## src/rtl/multicycle_control_fsm_if.sv

```systemverilog
// -----------------------------------------------------------------------------
// multicycle_control_fsm_if
//
// Memory-port handshake between the multicycle control FSM and the shared
// instruction/data memory.
//
//   MemReady : memory completes the current access this cycle (memory -> FSM)
//   MemRead  : read request                                   (FSM -> memory)
//   MemWrite : write request                                  (FSM -> memory)
//   IorD     : address select, 0 = PC, 1 = ALUOut             (FSM -> memory)
//
// The FSM connects through the master modport; the memory (or a testbench
// standing in for it) uses the slave modport.
// -----------------------------------------------------------------------------
interface multicycle_control_fsm_if;
  logic MemReady;
  logic MemRead;
  logic MemWrite;
  logic IorD;

  modport master (
    input  MemReady,
    output MemRead,
    output MemWrite,
    output IorD
  );

  modport slave (
    output MemReady,
    input  MemRead,
    input  MemWrite,
    input  IorD
  );
endinterface

```

## src/rtl/multicycle_control_fsm.sv

```systemverilog
// -----------------------------------------------------------------------------
// multicycle_control_fsm
//
// Main control state machine of the multicycle MIPS core. One shared memory
// port, one ALU and the IR/MDR/A/B/ALUOut holding registers are sequenced
// through fetch, decode, execute, memory and write-back. Memory states stall
// on the MemReady handshake; an illegal instruction or a memory access that
// stalls for MEM_TIMEOUT consecutive cycles sends the machine to TRAP, which
// only reset leaves.
//
// Parameters
//   MEM_TIMEOUT : consecutive stall cycles allowed in a memory state before
//                 trapping; 0 disables the timeout.
//
// Ports
//   clk        : rising-edge clock
//   reset      : synchronous, active-low reset
//   mem        : memory handshake (MemReady in; MemRead, MemWrite, IorD out)
//   OP, Funct  : IR[31:26] and IR[5:0]
//   Zero       : ALU zero flag
//   PCWrite    : PC load enable
//   PCSource   : 00 ALU, 01 ALUOut, 10 jump target, 11 A register
//   IRWrite    : instruction register load enable
//   RegDst     : 00 rt, 01 rd, 10 $31
//   WBSel      : 00 ALUOut, 01 MDR, 10 PC, 11 {imm, 16'b0}
//   RegWrite   : register file write enable
//   ALUSrcA    : 0 PC, 1 A register
//   ALUSrcB    : 00 B, 01 constant 4, 10 sext imm, 11 sext imm << 2
//   ALUOp      : 000 add, 001 sub, 010 R-type, 011 or, 100 and
//   InstrDone  : pulse on the final cycle of each instruction
//   Halted     : machine is in TRAP
//   Cause      : 00 none, 01 illegal instruction, 10 memory timeout
//   State      : current state encoding (debug)
// -----------------------------------------------------------------------------
module multicycle_control_fsm #(
  parameter int MEM_TIMEOUT = 15
) (
  input  logic                            clk,
  input  logic                            reset,
  multicycle_control_fsm_if.master        mem,
  input  logic [5:0]                      OP,
  input  logic [5:0]                      Funct,
  input  logic                            Zero,
  output logic                            PCWrite,
  output logic [1:0]                      PCSource,
  output logic                            IRWrite,
  output logic [1:0]                      RegDst,
  output logic [1:0]                      WBSel,
  output logic                            RegWrite,
  output logic                            ALUSrcA,
  output logic [1:0]                      ALUSrcB,
  output logic [2:0]                      ALUOp,
  output logic                            InstrDone,
  output logic                            Halted,
  output logic [1:0]                      Cause,
  output logic [3:0]                      State
);

  // ---------------------------------------------------------------------------
  // Encodings
  // ---------------------------------------------------------------------------
  typedef enum logic [3:0] {
    FETCH    = 4'd0,
    DECODE   = 4'd1,
    MEM_ADDR = 4'd2,
    MEM_RD   = 4'd3,
    MEM_WB   = 4'd4,
    MEM_WR   = 4'd5,
    EXEC_R   = 4'd6,
    R_WB     = 4'd7,
    EXEC_I   = 4'd8,
    I_WB     = 4'd9,
    BRANCH   = 4'd10,
    JUMP     = 4'd11,
    JAL      = 4'd12,
    JR       = 4'd13,
    LUI      = 4'd14,
    TRAP     = 4'd15
  } stateT;

  typedef enum logic [1:0] {
    CAUSE_NONE    = 2'b00,
    CAUSE_ILLEGAL = 2'b01,
    CAUSE_TIMEOUT = 2'b10
  } causeT;

  localparam logic [5:0] OP_RTYPE = 6'h00;
  localparam logic [5:0] OP_J     = 6'h02;
  localparam logic [5:0] OP_JAL   = 6'h03;
  localparam logic [5:0] OP_BEQ   = 6'h04;
  localparam logic [5:0] OP_BNE   = 6'h05;
  localparam logic [5:0] OP_ADDI  = 6'h08;
  localparam logic [5:0] OP_ANDI  = 6'h0C;
  localparam logic [5:0] OP_ORI   = 6'h0D;
  localparam logic [5:0] OP_LUI   = 6'h0F;
  localparam logic [5:0] OP_LW    = 6'h23;
  localparam logic [5:0] OP_SW    = 6'h2B;

  localparam logic [5:0] FN_SLL   = 6'h00;
  localparam logic [5:0] FN_SRL   = 6'h02;
  localparam logic [5:0] FN_JR    = 6'h08;
  localparam logic [5:0] FN_ADD   = 6'h20;
  localparam logic [5:0] FN_SUB   = 6'h22;
  localparam logic [5:0] FN_AND   = 6'h24;
  localparam logic [5:0] FN_OR    = 6'h25;
  localparam logic [5:0] FN_NOR   = 6'h27;

  localparam logic [2:0] ALU_ADD  = 3'b000;
  localparam logic [2:0] ALU_SUB  = 3'b001;
  localparam logic [2:0] ALU_RTY  = 3'b010;
  localparam logic [2:0] ALU_OR   = 3'b011;
  localparam logic [2:0] ALU_AND  = 3'b100;

  // The trap fires on the stall cycle that would bring the count to
  // MEM_TIMEOUT, i.e. while the registered count is MEM_TIMEOUT-1. The counter
  // therefore never needs to hold more than MEM_TIMEOUT-1; it saturates when
  // the timeout is disabled.
  localparam int CNT_W = (MEM_TIMEOUT < 2) ? 1 : $clog2(MEM_TIMEOUT);
  localparam logic [CNT_W-1:0] CNT_LAST = CNT_W'(MEM_TIMEOUT - 1);
  localparam logic [CNT_W-1:0] CNT_MAX  = '1;

  // ---------------------------------------------------------------------------
  // State
  // ---------------------------------------------------------------------------
  stateT           state, nextState;
  causeT           causeQ, causeNext;
  logic [CNT_W-1:0] stallCnt, stallNext;

  logic            inStallState;
  logic            timeoutHit;

  // NOTE: sequential state uses non-blocking assignments so every register
  // samples the pre-edge values computed by the combinational block.
  always_ff @(posedge clk) begin
    if (!reset) begin
      state    <= FETCH;
      causeQ   <= CAUSE_NONE;
      stallCnt <= '0;
    end else begin
      state    <= nextState;
      causeQ   <= causeNext;
      stallCnt <= stallNext;
    end
  end

  // R-type functions the datapath implements; JR is decoded separately.
  function automatic logic isLegalRFunct(input logic [5:0] fn);
    return (fn == FN_ADD) || (fn == FN_SUB) || (fn == FN_AND) ||
           (fn == FN_OR)  || (fn == FN_NOR) || (fn == FN_SLL) ||
           (fn == FN_SRL);
  endfunction

  assign inStallState = (state == FETCH) || (state == MEM_RD) || (state == MEM_WR);
  assign timeoutHit   = (MEM_TIMEOUT > 0) && inStallState && !mem.MemReady &&
                        (stallCnt == CNT_LAST);

  // ---------------------------------------------------------------------------
  // Next-state logic
  // ---------------------------------------------------------------------------
  // NOTE: every signal driven here gets a default first so no path through the
  // case leaves it unassigned, which would otherwise infer a latch.
  always_comb begin
    nextState = state;
    causeNext = causeQ;

    case (state)
      FETCH: begin
        if (mem.MemReady) begin
          nextState = DECODE;
        end else if (timeoutHit) begin
          nextState = TRAP;
          causeNext = CAUSE_TIMEOUT;
        end
      end

      DECODE: begin
        case (OP)
          OP_RTYPE: begin
            if (Funct == FN_JR) begin
              nextState = JR;
            end else if (isLegalRFunct(Funct)) begin
              nextState = EXEC_R;
            end else begin
              nextState = TRAP;
              causeNext = CAUSE_ILLEGAL;
            end
          end
          OP_LW, OP_SW:             nextState = MEM_ADDR;
          OP_ADDI, OP_ANDI, OP_ORI: nextState = EXEC_I;
          OP_BEQ, OP_BNE:           nextState = BRANCH;
          OP_J:                     nextState = JUMP;
          OP_JAL:                   nextState = JAL;
          OP_LUI:                   nextState = LUI;
          default: begin
            nextState = TRAP;
            causeNext = CAUSE_ILLEGAL;
          end
        endcase
      end

      MEM_ADDR: nextState = (OP == OP_LW) ? MEM_RD : MEM_WR;

      MEM_RD: begin
        if (mem.MemReady) begin
          nextState = MEM_WB;
        end else if (timeoutHit) begin
          nextState = TRAP;
          causeNext = CAUSE_TIMEOUT;
        end
      end

      MEM_WR: begin
        if (mem.MemReady) begin
          nextState = FETCH;
        end else if (timeoutHit) begin
          nextState = TRAP;
          causeNext = CAUSE_TIMEOUT;
        end
      end

      EXEC_R:  nextState = R_WB;
      EXEC_I:  nextState = I_WB;

      MEM_WB, R_WB, I_WB, BRANCH, JUMP, JAL, JR, LUI: nextState = FETCH;

      TRAP:    nextState = TRAP;

      default: nextState = TRAP;
    endcase
  end

  // Stall counter: counts consecutive not-ready cycles within one memory
  // state; any state change or a completed access restarts it.
  always_comb begin
    stallNext = '0;
    if ((nextState == state) && inStallState && !mem.MemReady) begin
      stallNext = (stallCnt == CNT_MAX) ? stallCnt : stallCnt + CNT_W'(1);
    end
  end

  // ---------------------------------------------------------------------------
  // Output decode (Moore outputs plus the few documented input dependencies)
  // ---------------------------------------------------------------------------
  always_comb begin
    PCWrite      = 1'b0;
    PCSource     = 2'b00;
    mem.IorD     = 1'b0;
    mem.MemRead  = 1'b0;
    mem.MemWrite = 1'b0;
    IRWrite      = 1'b0;
    RegDst       = 2'b00;
    WBSel        = 2'b00;
    RegWrite     = 1'b0;
    ALUSrcA      = 1'b0;
    ALUSrcB      = 2'b00;
    ALUOp        = ALU_ADD;
    Halted       = 1'b0;

    case (state)
      FETCH: begin
        // PC+4 goes straight back into PC on the same cycle the IR loads.
        mem.MemRead = 1'b1;
        ALUSrcB     = 2'b01;
        IRWrite     = mem.MemReady;
        PCWrite     = mem.MemReady;
      end

      DECODE: begin
        // Precompute the branch target into ALUOut while registers are read.
        ALUSrcB = 2'b11;
      end

      MEM_ADDR: begin
        ALUSrcA = 1'b1;
        ALUSrcB = 2'b10;
      end

      MEM_RD: begin
        mem.IorD    = 1'b1;
        mem.MemRead = 1'b1;
      end

      MEM_WB: begin
        WBSel    = 2'b01;
        RegWrite = 1'b1;
      end

      MEM_WR: begin
        mem.IorD     = 1'b1;
        mem.MemWrite = 1'b1;
      end

      EXEC_R: begin
        ALUSrcA = 1'b1;
        ALUOp   = ALU_RTY;
      end

      R_WB: begin
        RegDst   = 2'b01;
        RegWrite = 1'b1;
      end

      EXEC_I: begin
        ALUSrcA = 1'b1;
        ALUSrcB = 2'b10;
        case (OP)
          OP_ORI:  ALUOp = ALU_OR;
          OP_ANDI: ALUOp = ALU_AND;
          default: ALUOp = ALU_ADD;
        endcase
      end

      I_WB: begin
        RegWrite = 1'b1;
      end

      BRANCH: begin
        ALUSrcA  = 1'b1;
        ALUOp    = ALU_SUB;
        PCSource = 2'b01;
        PCWrite  = (OP == OP_BEQ) ? Zero : ~Zero;
      end

      JUMP: begin
        PCSource = 2'b10;
        PCWrite  = 1'b1;
      end

      JAL: begin
        // PC already holds PC+4 from FETCH, so it is the link value.
        PCSource = 2'b10;
        PCWrite  = 1'b1;
        RegDst   = 2'b10;
        WBSel    = 2'b10;
        RegWrite = 1'b1;
      end

      JR: begin
        PCSource = 2'b11;
        PCWrite  = 1'b1;
      end

      LUI: begin
        WBSel    = 2'b11;
        RegWrite = 1'b1;
      end

      TRAP: begin
        Halted = 1'b1;
      end

      default: ;
    endcase

    // An instruction interrupted by reset must not update any architectural
    // state in the reset cycle.
    if (!reset) begin
      PCWrite      = 1'b0;
      IRWrite      = 1'b0;
      mem.MemRead  = 1'b0;
      mem.MemWrite = 1'b0;
      RegWrite     = 1'b0;
    end
  end

  assign InstrDone = (state != FETCH) && (nextState == FETCH);
  assign Cause     = causeQ;
  assign State     = state;

endmodule

```

## src/flat_wrapper.sv

```systemverilog
// flat-port wrapper written by rule: the top's interface ports become plain ports
module multicycle_control_fsm_flat 
#(
  parameter int MEM_TIMEOUT = 15
)
  (clk, reset, OP, Funct, Zero, PCWrite, PCSource, IRWrite, RegDst, WBSel, RegWrite, ALUSrcA, ALUSrcB, ALUOp, InstrDone, Halted, Cause, State, mem_MemReady, mem_MemRead, mem_MemWrite, mem_IorD);
  multicycle_control_fsm_if mem_i ();
  input  logic clk;
  input  logic reset;
  input  logic [5:0] OP;
  input  logic [5:0] Funct;
  input  logic Zero;
  output logic PCWrite;
  output logic [1:0] PCSource;
  output logic IRWrite;
  output logic [1:0] RegDst;
  output logic [1:0] WBSel;
  output logic RegWrite;
  output logic ALUSrcA;
  output logic [1:0] ALUSrcB;
  output logic [2:0] ALUOp;
  output logic InstrDone;
  output logic Halted;
  output logic [1:0] Cause;
  output logic [3:0] State;
  input wire logic [$bits(mem_i.MemReady)-1:0] mem_MemReady;
  output wire logic [$bits(mem_i.MemRead)-1:0] mem_MemRead;
  output wire logic [$bits(mem_i.MemWrite)-1:0] mem_MemWrite;
  output wire logic [$bits(mem_i.IorD)-1:0] mem_IorD;
  assign mem_i.MemReady = mem_MemReady;
  assign mem_MemRead = mem_i.MemRead;
  assign mem_MemWrite = mem_i.MemWrite;
  assign mem_IorD = mem_i.IorD;
  multicycle_control_fsm #(.MEM_TIMEOUT(MEM_TIMEOUT)) u_core (.clk(clk), .reset(reset), .mem(mem_i), .OP(OP), .Funct(Funct), .Zero(Zero), .PCWrite(PCWrite), .PCSource(PCSource), .IRWrite(IRWrite), .RegDst(RegDst), .WBSel(WBSel), .RegWrite(RegWrite), .ALUSrcA(ALUSrcA), .ALUSrcB(ALUSrcB), .ALUOp(ALUOp), .InstrDone(InstrDone), .Halted(Halted), .Cause(Cause), .State(State));
endmodule
```

## config.mk

```make
export PLATFORM = sky130hd
export DESIGN_NAME = multicycle_control_fsm_flat
export DESIGN_NICKNAME = d
export VERILOG_FILES = /design/src/rtl/multicycle_control_fsm_if.sv /design/src/rtl/multicycle_control_fsm.sv /design/src/flat_wrapper.sv
export SDC_FILE = /design/constraint.sdc
export NUM_CORES = 1
export LEC_CHECK = 0
export CORE_MARGIN = 5
export CORE_UTILIZATION = 35
export CTS_CLUSTER_DIAMETER = 100
export DETAILED_ROUTE_END_ITERATION = 8
export SETUP_SLACK_MARGIN = 0.15
export SLEW_MARGIN = 20
export SYNTH_ARGS = -nofsm -noshare
export SYNTH_HDL_FRONTEND = slang
export SYNTH_SLANG_ARGS = --single-unit
```

## constraint.sdc

```tcl
create_clock -name clk -period 4.63 [get_ports clk]
set_input_delay 0.926 -clock clk [delete_from_list [all_inputs] [get_ports clk]]
set_output_delay 0.926 -clock clk [all_outputs]
set_load 0.005 [all_outputs]
```

* Word-level counts from Yosys, hierarchy flattened *
Cells that the tools add are included.

word-level totals
  bits of input ports = 16
  register bits = 10
  output and inout port bits = 26
  logic and storage cells = 115

cells by class
  add/sub/neg operators = 1
  equality and inequality tests = 40
  bitwise gates (word level) = 1
  multiplexer cells = 35
  reductions and logical operators = 35

operators by type and width
  cell                  number
  $eq A6 B6 Y1 const B  7
  $eq A4 B4 Y1 const B  10
  $pmux W4 S9           1
  $eq A6 B4 Y1 const B  5
  $pmux W4 S7           1
  $mux W4               6
  $eq A6 B2 Y1 const B  3
  $pmux W2 S3           3
  $eq A4 B3 Y1 const B  4
  $mux W1               13
  $eq A6 B3 Y1 const B  2
  $logic_not A6 Y1      2
  $pmux W2 S2           3
  $reduce_or A2 Y1      6
  $reduce_or A10 Y1     1
  $pmux W3 S3           1
  $reduce_or A3 Y1      3
  $eq A4 B2 Y1 const B  2
  $logic_not A4 Y1      2
  $logic_or A1 B1 Y1    8
  $mux W2               4
  $reduce_or A8 Y1      1
  $ne A3 B3 Y1 const B  2
  $pmux W3 S2           1
  other kinds (16)      21

* Depth between registers and ports, before layout *
Gate-level depths: netlist (run 1).

  depth in word-level cells = 15
  depth in mapped cells = 8
  depth with buffers taken out = 8

* Worst setup path before layout (run 1) *
No wires, ideal clock.

  kind = input-to-output
  start = input port OP[5]
  end = output port InstrDone
  setup slack = 1.356 ns
  data required time = 3.704 ns
  arrival time = 2.348 ns
  cell stages on the path = 7
  cell sequence = buf_6 or3_4 nor4_4 nand3_2 a311oi_2 o31ai_1 nor4_2

between the ends
  cells in the longest elaborated chain, start to end = 6
  elaborated cells on any way between the ends = 19

RTL lines
  item                                                  RTL line                       source
  from (decl)                                           flat_wrapper.sv:10             input logic [5:0] OP;
  $eq A6 B4 Y1, or another cell as far along            multicycle_control_fsm.sv:177  case (OP)
  $reduce_or A3 Y1 or $reduce_or A2 Y1 (tied branches)  multicycle_control_fsm.sv:177
  $pmux W4 S7                                           multicycle_control_fsm.sv:177
  $pmux W4 S9 (*)                                       multicycle_control_fsm.sv:166  case (state)
  $logic_not A4 Y1 (*)                                  multicycle_control_fsm.sv:366  assign InstrDone = (state != FETCH) && (nextState == FETCH);
  $logic_and A1 B1 Y1 (*)                               multicycle_control_fsm.sv:366
  to (decl)                                             flat_wrapper.sv:22             output logic InstrDone;

Every way passes the cells marked *; elsewhere a longest branch is shown, timed or not.

* Worst setup path after layout (run 1) *
  start = input port OP[1]
  end = output port PCWrite

between the ends
  cells in the longest elaborated chain, start to end = 4

RTL lines
  item          RTL line                       source
  $eq A6 B3 Y1  multicycle_control_fsm.sv:321  PCWrite = (OP == OP_BEQ) ? Zero : ~Zero;
  $mux W1       multicycle_control_fsm.sv:321
  $pmux W1 S3   multicycle_control_fsm.sv:259  case (state)
  $mux W1       multicycle_control_fsm.sv:357  if (!reset) begin
  to (decl)     flat_wrapper.sv:13             output logic PCWrite;

Every way passes these cells.

==> flow_metrics.tcl, run 1 <==
set metrics [dict create \
    place_inst 256 \
    final_cell_mix "clkdlybuf4s50_1, nor2_1, nand2_1" \
    critPathRequiredTime_ps 3700 \
    worstPathMaxFanout 4 \
    worst_pin_slew_ps 779 \
    die_h_um 68.1 \
    dieArea_um2 4630 \
    arrival_ps 3320 \
    max_freq_ghz 0.236 \
    crit_slowest_cell "clkdlybuf4s50_1" \
    start_util 0.356 \
    drc 0 \
    cts_hold_buf 0 \
    holdWs_ps 490 \
    nNetsFinal 233 \
    final_cells 260 \
    routedWlPerCell_um 13.3 \
    path_clk_slew_ps 70 \
    hpwlAfterDp_um 2690 \
    p_switching_uw 315 \
    dr.pass1.iters 4 \
    final_area_um2 1640 \
    layout_commonest_cell "clkdlybuf4s50_1" \
    final_max_slew_viol_count 0 \
    finalHoldViolations 0 \
    postLayoutCoreUtil 0.496 \
    yosysSeqAreaShare 0.170 \
    root_buffer "clkbuf_4" \
    slowest_delay_ps 500 \
    hp-class "flip-flop to flip-flop" \
    yosysWarningCount 0 \
    dpl-instance-area_um2 1600 \
    synth_edf_count 0 \
    gp_congestion 0.817 \
    portBuffers 41 \
    period_needed_ps 4240 \
    io_pins 42 \
    relSlewSlack 0.480 \
    vias 1384 \
    synth_nets 199 \
    pwr-share-seq 0.270 \
    powerDensity_nw_per_um2 431 \
    syn_to_final_growth_pct 39.1 \
    grt_first_pass_wirelength_um 5610 \
    cp_top_family "buffers and inverters" \
    netlist_instances 181 \
    num_rows 21 \
    maxCapViolCount 0 \
    critPathBufInv 2 \
    outcome "complete, no violations" \
    n_fill_cell 360 \
    chipWidth_um 68.1 \
    crit_type "input port to output port" \
    period_share 0.916 \
    clkLatencyLatePin_ps 260 \
    avgSynthCellArea_um2 6.52 \
    ant_nets 0 \
    grt_overflow 0 \
    crit_top_cell "clkdlybuf4s50_1" \
    drive_above_1_share 0.0607 \
    fin_skew_ps 0.779 \
    p_comb_frac 0.621 \
    htreeDepth 1 \
    antenna_found_initial 0 \
    diodes 0 \
    p_leak_uw 0.000631 \
    grt_usage 0.153 \
    syn_area_um2 1180 \
    drt_iter0_markers 104 \
    switching_share 0.445 \
    synthFlopType "dfxtp_1" \
    endpoint_kind "output port" \
    path_cells "clkdlybuf4s50_1, or3_4, or4_1, xor2_1, nor2_1, o21ai_0, a31o_1, clkdlybuf4s50_1" \
    ys_ff_latch 10 \
    setup_viol 0 \
    clk_path_buf_depth 2 \
    async_reset_ff_frac 0 \
    cp-start-kind "input port" \
    numCtsBuffers 3 \
    clock-sinks 10 \
    grt_max_degree 26 \
    p_clk_frac 0.109 \
    grt_pass1_vias 1288 \
    ir_drop_mv 0.314 \
    tns_ps 0 \
    yosysUniqueCellTypes 48 \
    core_um2 3310 \
    via_per_inst 5.32 \
    p_int_uw 392 \
    drt_wl_total_um 3450 \
    cts_tree "done" \
    rsz0062_at_grt "no" \
]
==> stage by stage <==
step | setup slack (ps) | power [uW]
2_1_floorplan | 1360 | 434
3_3_place_gp | 323 | 631
3_5_place_dp | 246 | 636
4_1_cts | 210 | 720
5_1_grt | 273 | 772
6_report | 388 | 707
==> logic make-up (layout without fill, tap and decap cells) <==
family,after synthesis,after routing,synth area share
AND/OR/NAND/NOR,103,103,0.468
AO/OA/AOI/OAI,45,45,0.250
buffers and inverters,17,50,0.0615
flip-flops,10,10,0.170
XOR/XNOR,4,4,0.0297
adder cells (fa/ha/maj),2,2,0.0212
==> worst min-delay path, stage by stage (launching register included) <==
cell and delay [ps]:
dfxtp_1 330, a21oi_1 40, nor2_1 80
==> worst paths after layout <==
path | endpoint | from | slack [ps] | cells after the start
worst max register to register | u_core.State[1] | u_core.State[1] | 2570 | 6
worst max-delay path | PCWrite | OP[1] | 390 | 8
worst min-delay path | u_core.Cause[0] | u_core.Cause[0] | 490 | 2
worst min register to register | u_core.Cause[0] | u_core.Cause[0] | 490 | 2
==> synth_stat cells (3+ instances only) <==
master    instances  area [um^2]
nor2_1           27          101
nand2_1          20         75.1
a21oi_1          13         65.1
clkbuf_1         10         37.5
dfxtp_1          10          200
nor3_1           10         50.1
o21ai_0           8         40.0
nand2b_1          7         43.8
nand3_1           7         35.0
nor2b_1           5         31.3
o22ai_1           5         31.3
inv_1             4         15.0
nand3b_1          3         22.5
nor3b_1           3         22.5
nor4_1            3         18.8
xor2_1            3         26.3
==> flip-flops by register name (all words and copies together) (netlist names) <==
name	cells
u_core.stallCnt	4
u_core.Cause	2
u_core.State	4
==> what timing repair did <==
action | in CTS | in global routing
endpoints found under the setup margin | 0 | 1
hold endpoints to repair | 0 | 0
gates resized for setup | 0 | 3
buffers inserted | 0 | 0
==> cell type report <==
| cell class | count | area (um^2) | share of cell area |
|---|---|---|---|
| multi-input combinational | 154 | 907 | 0.553 |
| inverter | 4 | 15.0 | 0.00915 |
| clock buffer | 4 | 36.3 | 0.0221 |
| sequential | 10 | 200 | 0.122 |
| timing repair buffer | 42 | 425 | 0.259 |
| tap | 46 | 57.6 | 0.0351 |
==> per-layer routing <==
| metal | wire, um | track usage | up-vias |
|---|---|---|---|
| li1 | - | - | 711 |
| met1 | 1620 | 0.192 | 639 |
| met2 | 1620 | 0.272 | 32 |
| met3 | 199 | 0.0197 | 2 |
| met4 | 10 | 0.0422 | 0 |
| met5 | 0 | 0 | - |
==> power groups by stage <==
| stage | Combinational [uW] | Clock (uW) | Sequential, uW |
|---|---|---|---|
| after floorplan | 308 | 0 | 126 |
| after global placement | 441 | 0 | 190 |
| after detailed placement | 445 | 0 | 191 |
| after CTS | 449 | 81.3 | 190 |
| after global routing | 487 | 85.0 | 200 |
| final | 439 | 77.2 | 191 |
Power figures use the tool's default switching activity.
==> run 2: changes to the inputs <==
--- a/config.mk
+++ b/config.mk
@@ -9,7 +9,10 @@
 export CORE_UTILIZATION = 35
 export CTS_CLUSTER_DIAMETER = 100
 export DETAILED_ROUTE_END_ITERATION = 8
+export MAX_ROUTING_LAYER = met4
+export REMOVE_ABC_BUFFERS = 1
 export SETUP_SLACK_MARGIN = 0.15
+export SKIP_CTS_REPAIR_TIMING = 1
 export SLEW_MARGIN = 20
 export SYNTH_ARGS = -nofsm -noshare
 export SYNTH_HDL_FRONTEND = slang
==> run 2 against run 1 <==
  * Clock-buffer cell count unchanged
  * Highest routed layer unchanged
  * Worst hold slack better by 1.5 ps
  * Clock power down 0.6%
  * First-iteration DRC count up 37%
  * Power down 0.11%
  * Sequential cell count unchanged
  * Critical path depth unchanged
==> flow_metrics.tcl, run 2 (same netlist as run 1, synthesis figures left out) <==
set metrics [dict create \
    crit_slowest_cell "clkdlybuf4s50_1" \
    max_freq_ghz 0.232 \
    num_rows 21 \
    vias 1384 \
    ff2ff_setup_slack_ps 2590 \
    crit_type "input port to output port" \
    finalHoldViolations 0 \
    die_h_um 68.1 \
    gp_congestion 0.960 \
    chipWidth_um 68.1 \
    setup_viol 0 \
    period_needed_ps 4310 \
    clkLatencyLatePin_ps 260 \
    ff_latch_area_um2 200 \
    grt_first_pass_wirelength_um 5820 \
    endpoint_kind "output port" \
    layout_commonest_cell "clkdlybuf4s50_1" \
    grt_overflow 0 \
    root_buffer "clkbuf_4" \
    outcome "complete, no violations" \
    arrival_ps 3390 \
    fin_skew_ps 2.10 \
    multi_input_area_um2 907 \
    nNetsFinal 234 \
    powerDensity_nw_per_um2 430 \
    routedWlPerCell_um 13.3 \
    clk_path_buf_depth 2 \
    syn_to_final_growth_pct 39.3 \
    p_leak_uw 0.000611 \
    final_cell_mix "clkdlybuf4s50_1, nor2_1, nand2_1" \
    via_per_inst 5.30 \
    tns_ps 0 \
    io_pins 42 \
    drc 0 \
    path_clk_slew_ps 70 \
    critPathRequiredTime_ps 3700 \
    n_fill_cell 358 \
    final_cells 261 \
    drive_above_1_share 0.0651 \
    period_share 0.932 \
    relSlewSlack 0.481 \
    hp-class "flip-flop to flip-flop" \
    clock-sinks 10 \
    crit_top_cell "clkdlybuf4s50_1" \
    core_um2 3310 \
    rsz0062_at_grt "no" \
    slowest_delay_ps 490 \
    start_util 0.356 \
    cts_tree "done" \
    grt_usage 0.162 \
    ant_nets 0 \
    cp-start-kind "input port" \
    dieArea_um2 4630 \
    maxCapViolCount 0 \
    diodes 0 \
    ir_drop_mv 0.235 \
    drt_iter0_markers 142 \
    dr.pass1.iters 4 \
    worstPathMaxFanout 4 \
    portBuffers 41 \
    antenna_found_initial 0 \
    grt_pass1_vias 1258 \
    hpwlAfterDp_um 2680 \
    numCtsBuffers 3 \
    drt_wl_total_um 3460 \
    place_inst 256 \
    grt_max_degree 26 \
    worst_pin_slew_ps 777 \
    final_max_slew_viol_count 0 \
    htreeDepth 1 \
    path_cells "clkdlybuf4s50_1, or3_4, or4_1, xor2_1, nor2_1, o21ai_0, a31o_1, clkdlybuf4s50_1" \
]
run 2: critical path, delay by kind of cell:
kind	cells	cell delay, ps
AND/OR/NAND/NOR	3	940
AO/OA/AOI/OAI	2	340
XOR/XNOR	1	220
buffers and inverters	2	950
run 2: metal layers:
layer | vias to the layer above | routed length [um] | GRT usage
met5 | - | 0 | -
met4 | 0 | 10 | 0.0223
met3 | 2 | 134 | 0.0164
met2 | 41 | 1750 | 0.289
met1 | 621 | 1570 | 0.201
li1 | 720 | - | -
run 2: path summary, 6_finish.rpt:
kind	to	depth (start not counted)	startpoint
worst max-delay path	PCWrite	8	OP[1]
worst min register to register	u_core.Cause[0]	2	u_core.Cause[0]
worst max register to register	u_core.State[1]	6	u_core.State[1]
worst min-delay path	u_core.Cause[0]	2	u_core.Cause[0]
run 2: report_power, final:
| part | total, uW | leakage (uW) | switching [uW] | internal, uW |
|---|---|---|---|---|
| clock network | 76.7 | 0.0000210 | 29.1 | 47.6 |
| registers | 191 | 0.0000816 | 83.7 | 107 |
| logic | 439 | 0.000508 | 199 | 240 |
| total | 706 | 0.000611 | 312 | 394 |
run 2: metrics by stage:
step           utilization  power [uW]  hold WS, ps  area, um^2  setup slack, ps
2_1_floorplan            -         413          475        1120             1440
3_3_place_gp         0.483         628          476        1600              338
3_5_place_dp         0.483         635          484        1600              282
4_1_cts              0.494         714          500        1630              273
5_1_grt              0.497         780          535        1640              164
6_report             0.497         706          492        1640              316
run 2: layout make-up:
cell class | instances | area share
clock buffer | 4 | 0.0221
inverter | 4 | 0.00913
multi-input combinational | 154 | 0.552
sequential | 10 | 0.122
tap | 46 | 0.0350
timing repair buffer | 43 | 0.260
